==> config.mk <==
export PLATFORM = sky130hd
export DESIGN_NAME = if_stage
export DESIGN_NICKNAME = d
export VERILOG_FILES = /design/src/rtl/if_stage_pkg.sv /design/src/rtl/if_skid_buf.sv /design/src/rtl/if_stage.sv
export SDC_FILE = /design/constraint.sdc
export NUM_CORES = 1
export LEC_CHECK = 0
export CAP_MARGIN = 20
export CORE_MARGIN = 10
export CORE_UTILIZATION = 35
export DETAILED_ROUTE_END_ITERATION = 8
export HOLD_SLACK_MARGIN = 0.05
export SYNTH_ARGS = -nofsm -noshare
export SYNTH_HDL_FRONTEND = slang
export SYNTH_SLANG_ARGS = --single-unit
==> constraint.sdc <==
create_clock -name clk -period 3.3 [get_ports clk]
set_clock_uncertainty 0.1 [all_clocks]
set_input_delay 0.66 -clock clk [delete_from_list [all_inputs] [get_ports clk]]
set_output_delay 0.66 -clock clk [all_outputs]
set_load 0.02 [all_outputs]
==> src/rtl/if_stage_pkg.sv <==
// Shared widths, reset/bubble constants, FSM encodings and the fetch-output
// payload for the instruction-fetch stage.
package if_stage_pkg;

    localparam int unsigned XLEN       = 32;
    localparam int unsigned ILEN       = 32;
    localparam int unsigned IF_IMEM_AW = 14;

    localparam logic [XLEN-1:0] IF_RESET_PC  = 32'h1000_0000;
    localparam logic [ILEN-1:0] IF_NOP_INST  = 32'h0000_0013;

    localparam logic [1:0] IF_BOOT = 2'd0;
    localparam logic [1:0] IF_RUN  = 2'd1;
    localparam logic [1:0] IF_HOLD = 2'd2;

    typedef struct packed {
        logic [ILEN-1:0] inst;
        logic [XLEN-1:0] pc;
        logic            valid;
    } if_out_t;

endpackage

==> src/rtl/if_skid_buf.sv <==
// Hold register for the inst/pc/valid presented to decode while fetch is stalled.
// Capture loads a new payload; release kills the held valid bit.
module if_skid_buf
    import if_stage_pkg::*;
(
    input  logic    clk,
    input  logic    rst,
    input  logic    i_capture,
    input  logic    i_release,
    input  if_out_t i_din,
    output if_out_t o_dout
);

    if_out_t r_skid;

    always_ff @(posedge clk) begin
        if (rst) begin
            r_skid <= '0;
        end else if (i_capture) begin
            r_skid <= i_din;
        end else if (i_release) begin
            r_skid.valid <= 1'b0;
        end
    end

    assign o_dout = r_skid;

endmodule

==> src/rtl/if_stage.sv <==
// Instruction-fetch stage: owns the word PC, drives a 1-cycle-latency imem and
// handles stall hold, redirect and bubbles. Optional IF_PERF_CNT_EN adds counters.
module if_stage
    import if_stage_pkg::*;
#(
    parameter logic [XLEN-1:0] RESET_PC = IF_RESET_PC,
    parameter int unsigned     IMEM_AW  = IF_IMEM_AW,
    parameter logic [ILEN-1:0] NOP_INST = IF_NOP_INST
) (
    input  logic               clk,
    input  logic               rst,
    input  logic               stall_i,
    input  logic               redirect_i,
    input  logic [XLEN-1:0]    redirect_addr_i,
    output logic               imem_en_o,
    output logic [IMEM_AW-1:0] imem_addr_o,
    input  logic [ILEN-1:0]    imem_dout_i,
    output logic [ILEN-1:0]    inst_o,
    output logic [XLEN-1:0]    pc_o,
    output logic               valid_o
`ifdef IF_PERF_CNT_EN
    ,
    output logic [31:0]        perf_fetch_o,
    output logic [31:0]        perf_bubble_o
`endif
);

    logic [1:0]      r_state;
    logic [XLEN-1:0] r_req_pc;
    logic            r_drop_q;
    logic            r_pend_v;
    logic [XLEN-1:0] r_pend_addr;

    logic [1:0]      w_state_nxt;
    logic [XLEN-1:0] w_req_pc_nxt;
    logic            w_drop_nxt;
    logic            w_pend_v_nxt;
    logic [XLEN-1:0] w_pend_addr_nxt;
    logic            w_en;
    logic [XLEN-1:0] w_fetch_addr;
    logic            w_capture;
    logic            w_release;
    if_out_t         w_out;
    if_out_t         w_skid;

    if_skid_buf u_skid (
        .clk       (clk),
        .rst       (rst),
        .i_capture (w_capture),
        .i_release (w_release),
        .i_din     (w_out),
        .o_dout    (w_skid)
    );

    always_ff @(posedge clk) begin
        if (rst) begin
            r_state     <= IF_BOOT;
            r_req_pc    <= RESET_PC;
            r_drop_q    <= 1'b1;
            r_pend_v    <= 1'b0;
            r_pend_addr <= '0;
        end else begin
            r_state     <= w_state_nxt;
            r_req_pc    <= w_req_pc_nxt;
            r_drop_q    <= w_drop_nxt;
            r_pend_v    <= w_pend_v_nxt;
            r_pend_addr <= w_pend_addr_nxt;
        end
    end

    // Next-fetch mux and FSM; a drop cycle re-fetches req_pc so the target is not skipped
    always_comb begin
        w_state_nxt     = r_state;
        w_req_pc_nxt    = r_req_pc;
        w_drop_nxt      = r_drop_q;
        w_pend_v_nxt    = r_pend_v;
        w_pend_addr_nxt = r_pend_addr;
        w_en            = 1'b0;
        w_fetch_addr    = r_req_pc;
        w_capture       = 1'b0;
        w_release       = 1'b0;
        w_out.inst      = NOP_INST;
        w_out.pc        = r_req_pc;
        w_out.valid     = 1'b0;

        case (r_state)
            IF_BOOT: begin
                w_en        = 1'b1;
                w_drop_nxt  = 1'b0;
                w_state_nxt = IF_RUN;
            end
            IF_RUN: begin
                w_out.inst  = r_drop_q ? NOP_INST : imem_dout_i;
                w_out.pc    = r_req_pc;
                w_out.valid = !r_drop_q;
                if (stall_i) begin
                    w_capture   = 1'b1;
                    w_drop_nxt  = 1'b0;
                    w_state_nxt = IF_HOLD;
                    if (redirect_i) begin
                        w_pend_v_nxt    = 1'b1;
                        w_pend_addr_nxt = redirect_addr_i;
                    end
                end else begin
                    w_en         = 1'b1;
                    w_fetch_addr = redirect_i ? redirect_addr_i
                                 : (r_drop_q ? r_req_pc : r_req_pc + 32'd1);
                    w_req_pc_nxt = w_fetch_addr;
                    w_drop_nxt   = redirect_i;
                end
            end
            IF_HOLD: begin
                w_out = w_skid;
                if (stall_i) begin
                    if (redirect_i) begin
                        w_pend_v_nxt    = 1'b1;
                        w_pend_addr_nxt = redirect_addr_i;
                    end
                end else begin
                    w_release    = 1'b1;
                    w_en         = 1'b1;
                    w_out.valid  = w_skid.valid && !r_pend_v;
                    if (redirect_i) begin
                        w_fetch_addr = redirect_addr_i;
                    end else if (r_pend_v) begin
                        w_fetch_addr = r_pend_addr;
                    end else begin
                        w_fetch_addr = w_skid.valid ? r_req_pc + 32'd1 : r_req_pc;
                    end
                    w_req_pc_nxt = w_fetch_addr;
                    w_drop_nxt   = redirect_i;
                    w_pend_v_nxt = 1'b0;
                    w_state_nxt  = IF_RUN;
                end
            end
            default: begin
                w_state_nxt = IF_BOOT;
            end
        endcase
    end

    assign imem_en_o   = w_en;
    assign imem_addr_o = w_fetch_addr[IMEM_AW-1:0];
    assign inst_o      = w_out.inst;
    assign pc_o        = w_out.pc;
    assign valid_o     = w_out.valid;

`ifdef IF_PERF_CNT_EN
    logic [31:0] r_perf_fetch;
    logic [31:0] r_perf_bubble;

    // Only cycles where decode advances are counted
    always_ff @(posedge clk) begin
        if (rst) begin
            r_perf_fetch  <= '0;
            r_perf_bubble <= '0;
        end else if (!stall_i) begin
            if (w_out.valid) begin
                r_perf_fetch <= r_perf_fetch + 32'd1;
            end else begin
                r_perf_bubble <= r_perf_bubble + 32'd1;
            end
        end
    end

    assign perf_fetch_o  = r_perf_fetch;
    assign perf_bubble_o = r_perf_bubble;
`endif

endmodule

==> After elaboration in Yosys (flattened, before gate mapping) <==
Cells that the tools add are included.
{ "totals": {"register_bits": 133, "in_bits": 68, "output_inout_bits": 80, "elab_cells": 58} }
{ "classes": {"add_sub_neg": 1, "eq_ne": 7, "mux": 28, "n_reduce_logical": 13} }
{ "ops": {"columns": ["op", "count"], "rows": [
  ["$mux 32", 8],
  ["$pmux 65 s2", 1],
  ["$pmux 32 s2", 1],
  ["$add 32x1->32 const B", 1],
  ["$mux 1", 12],
  ["$ne 2x2->1 const B", 3],
  ["$pmux 2 s3", 1],
  ["$reduce_and 2->1", 3],
  ["$reduce_and 5->1", 1],
  ["$mux 2", 2],
  ["$ne 4x3->1 const B", 1],
  ["$pmux 1 s2", 2],
  ["$reduce_bool 2->1", 2],
  ["$ne 3x3->1 const B", 1],
  ["$pmux 1 s3", 1],
  ["$reduce_and 3->1", 1],
  ["$reduce_bool 3->1", 1],
  ["$eq 2x1->1 const B", 1],
  ["$eq 2x2->1 const B", 1],
  ["$logic_not 1->1", 2],
  ["$logic_not 2->1", 1],
  ["$reduce_or 2->1", 1],
  ["$logic_and 1x1->1", 1]
]} }

==> Longest topological paths before layout <==
{ "logic_depth": {"word_depth": 6, "depth_mapped": 10, "ltp_nobuf": 8} }

==> Modules after synthesis <==
A second synthesis with hierarchy kept.
{ "hier_totals": {"hier_cells": 923, "area_unflattened_um2": 7519.7} }
{ "by_module_without_submodules": {"columns": ["module", "n_inst", "cells_each", "area_per_inst_um2"], "rows": [
  ["if_stage", 1, 713, 5197.5],
  ["if_skid_buf", 1, 210, 2322.2]
]} }

==> Worst setup path after synthesis <==
OpenSTA, ideal clock, no wires.
{ "synth_path": {"path_kind": "input to output", "start": "input redirect_i", "end": "output imem_addr_o[2]", "t_arrival_ps": 2119, "path_slack_ps": 421, "cell_stages": 7, "cell_sequence": "clkbuf_1 -> clkbuf_1 -> clkbuf_1 -> a21oi_1 -> o31ai_1 -> o21ai_0 -> buf_4"} }
{ "synth_via": {"elab_chain_cells": 3, "word_cells_on_any_way": 5} }
{ "synth_rtl": {"columns": ["element", "line_no", "source"], "rows": [
  ["from (decl)", "if_stage.sv:13", "input logic redirect_i,"],
  ["$mux 32 (on tied branches)", "if_stage.sv:123, if_stage.sv:106", null],
  ["$mux 32 (on tied branches)", null, null],
  ["$pmux 32 s2 (*)", null, null],
  ["to (decl)", "if_stage.sv:16", "output logic [IMEM_AW-1:0] imem_addr_o,"]
]} }
Mark *: on every way between the ends. The rest lies on a longest branch, timed or not. The select of a mux whose other input is x is not followed.

==> Worst setup path after layout <==
{ "layout_path": {"start": "register r_state[0]", "end": "output inst_o[16]"} }
{ "layout_via": {"elab_chain_cells": 2, "word_cells_on_any_way": 3} }
{ "layout_rtl": {"columns": ["element", "line_no", "source"], "rows": [
  ["from (decl)", "if_stage.sv:28", "logic [1:0] r_state;"],
  ["from (signal assigned)", "if_stage.sv:63", "r_state <= w_state_nxt;"],
  ["$eq 2x2->1 or $eq 2x1->1 (tied branches)", "if_stage.sv:86", "case (r_state)"],
  ["$pmux 65 s2 (*)", "if_stage.sv:86", null],
  ["to (decl)", "if_stage.sv:18", "output logic [ILEN-1:0] inst_o,"]
]} }
Mark *: on every way between the ends. The rest lies on a longest branch, timed or not.

==> run_results.csv <==
group,metric,value,unit
clock_network,path_clk_slew,60,ps
placed_design,gp_congestion,0.909,
cells_and_area,final_layout_size_suffix_gt1_frac,0.216,
yosys,synthCells,1022,
yosys,synth_ff_type,"dfxtp_1",
floorplan,core_area,0.0210,mm2
sta,period_share,0.978,
power,total_leakage_power,3.77,nW
drt,first_iter_violations,1024,
drt,wl,29000,um
sta,slew_violations,0,
yosys,seq_area_frac_synth,0.357,
placed_design,hpwl,20400,um
setup_path,crit_chain,"inv_1, ha_4, buf_4, clkinv_1, buf_4, nor2_4, buf_12, clkbuf_16, a22o_1, clkdlybuf4s15_2",
setup_path,end_kind,"output pin",
clock_network,numCtsBuffers,17,
sta,fin_tns_setup,0,ps
grt,grt_usage,0.198,
flow_run,cap_violations,0,
placed_design,io_buffer_count,147,
cells_and_area,layout.nets,1272,
yosys,synthArstFlopShare,0,
clock_network,htreeDepth,4,
floorplan,ioPinCount,148,
cells_and_area,final_area,0.0103,mm2
yosys,yosys_warnings,0,
floorplan,die_area,0.0275,mm2
yosys,ys_types,65,
sta,fin_crit,3230,ps
power,vdd_ir_drop_max,344,uV
floorplan,start_util,0.355,
cells_and_area,instances_no_fill,1485,
clock_network,clock_latency,420,ps
sta,hold_viol,0,
sta,rsz0062_at_grt,"yes",
clock_network,clock_path_buffers,2,
yosys,synth_area_leaders,"dfxtp_1, nand2_1, a21oi_1, a22o_1, clkbuf_1",
power,power_density,488,mW/mm2
yosys,synth_top_area_share,0.357,
cells_and_area,diodes,0,
yosys,syn_area,0.00746,mm2
drt,viasPerCell,5.56,
setup_path,crit_arrival,2470,ps
setup_path,startpoint_type,"flop",
yosys,synth-edff-count,0,
drt,drt-pass1-iter-count,5,
setup_path,cp_max_fo,8,
grt,grt_pass1_wl,45200,um
drt,drt-wirelength-per-cell,19.5,um
placed_design,dp.cells,1449,
min_path,hold_class,"reg2reg",
setup_path,worstPathRequired,2540,ps
floorplan,dieWidth,166,um
floorplan,row_count,53,
placed_design,placed_area,0.00971,mm2
sta,max_freq,0.310,GHz
clock_network,cts_sinks,133,
cells_and_area,area_growth,38.3,%
setup_path,critPathMaxStageDelay,350,ps
setup_path,crit_top_cell,"buf_4",
grt,grt_antenna_before_repair,0,
grt,grt_max_degree,67,
yosys,synth_area_leader_cell,"dfxtp_1",
setup_path,crit_slowest_cell,"dfxtp_4",
drt,vias,8262,
yosys,syn_nets,1096,
sta,maxSlewHeadroom,0.491,
run_status,run_status,"finished, final reports clean",
yosys,avgSynthCellArea,7.30,um2
grt,grt_pass1_vias,7735,
sta,setup_violations,0,
clock_network,cts_tree,"yes",
clock_network,cts_hold_buffers,0,
sta,worst_pin_slew,757,ps
grt,grt_overflow,0,
floorplan,die_h,166,um
drt,drtAntennaViolNets,0,
setup_path,critPathKind,"reg2out",
drt,drc,0,
clock_network,cts_root_buf,"clkbuf_16",
yosys,ys_ff_latch,133,
power,power,5.03,mW
## stage by stage
step / util / setup slack [ps] / hold slack [ps]
after floorplan: - / 421 / 333
after global placement: 0.462 / -436 / 341
after detailed placement: 0.462 / -498 / 348
after CTS: 0.492 / -116 / 356
after global routing: 0.491 / -32.5 / 370
final: 0.491 / 73.0 / 355
## worst max-delay path, delay by kind of cell (launching register included)
family,cells,cell delay (ps)
buffers and inverters,7,1170
AOI/OAI and AO/OA,1,180
adders and majority gates,1,190
and+or+nand+nor,1,140
DFF,1,350
## sequential cells by signal, indices dropped and copies added, names as in the netlist
signal	flops
u_skid.o_dout	65
r_pend_v	1
r_pend_addr	32
r_drop_q	1
r_state	2
r_req_pc	32
## routing by layer
metal,GRT usage,vias up,share of wire
met3,0.0383,31,0.070
met2,0.296,355,0.44
li1,-,4003,-
met4,0.0535,0,0.015
met5,0,-,0
met1,0.281,3873,0.48
## layout make-up
type                    count  area [um2]
flip-flops and latches    133        2670
well taps                 275         344
inverters                  14        52.6
clock buffers              22         474
fillers                  2088       10700
multi-input cells         775        4460
repair buffers            257        2220
clock inverters             9         101
## where the power goes
part	total (mW)	leakage, nW	switching [mW]	internal, mW
Combinational	1.40	2.41	0.820	0.580
Sequential	1.74	1.08	0.0624	1.68
Clock	1.89	0.286	0.730	1.16
Total	5.03	3.77	1.61	3.42
## cell usage after synthesis (all sizes together), types with 3 or more instances
cell type / n
nand2: 244
a21oi: 155
dfxtp: 133
clkbuf: 74
a22o: 73
o21ai: 46
nor2: 44
buf: 26
nand3: 19
nand2b: 18
nand4: 14
nor2b: 14
nor3: 13
inv: 12
a22oi: 9
a31oi: 9
a32oi: 8
nor4: 8
a221o: 6
a221oi: 6
and3: 6
ha: 6
and4: 5
o22ai: 5
or2: 5
a21o: 4
and2: 4
nor3b: 4
o311ai: 4
o31ai: 4
xor2: 4
a31o: 3
or4: 3
xnor2: 3
## worst paths after layout
path | from | endpoint | slack [ps] | cells after the start
max | r_state[0] | inst_o[16] | 70 | 10
min | u_skid.o_dout[43] | u_skid.o_dout[43] | 350 | 2
max reg2reg | r_state[1] | r_req_pc[14] | 370 | 10
min reg2reg | u_skid.o_dout[43] | u_skid.o_dout[43] | 350 | 2
## logic make-up (layout without fill, tap and decap cells)
kind of cell    count (synthesis)  in the layout  share of synthesized area
flops                         133            133                      0.357
xor+xnor                        7              7                    0.00822
buf+inv                       114            302                     0.0666
fa+ha+maj                       6              6                     0.0101
simple gates                  410            410                      0.253
compound gates                352            352                      0.305
## cell usage in the layout (no fill, tap or decap), types with 4 or more instances in the layout
cell type        count
a21o_1               4
a21oi_1            151
a21oi_2              4
a221o_1              6
a221oi_1             5
a22o_1              73
a22oi_1              9
a31oi_1              9
a32oi_1              7
and2_1               4
and3_1               6
and4_1               4
buf_12               6
buf_2               12
buf_4              100
clkbuf_16           20
clkbuf_2            40
clkdlybuf4s15_2     19
clkdlybuf4s50_1     69
clkinv_2             5
dfxtp_1            131
inv_1               11
nand2_1            242
nand2b_1            17
nand3_1             19
nand4_1             13
nor2_1              39
nor2b_1             13
nor3_1               9
nor3b_1              4
nor4_1               8
o21ai_0             36
o21ai_1              9
o22ai_1              5
or2_2                4
xor2_1               4
## what timing repair did
action,CTS,global route
gates cloned,1,3
endpoints found under the setup margin,77,76
resized for setup,180,114
setup buffers,0,1
pin swaps,1,5
Note: power is estimated with default switching activity, not from simulation.
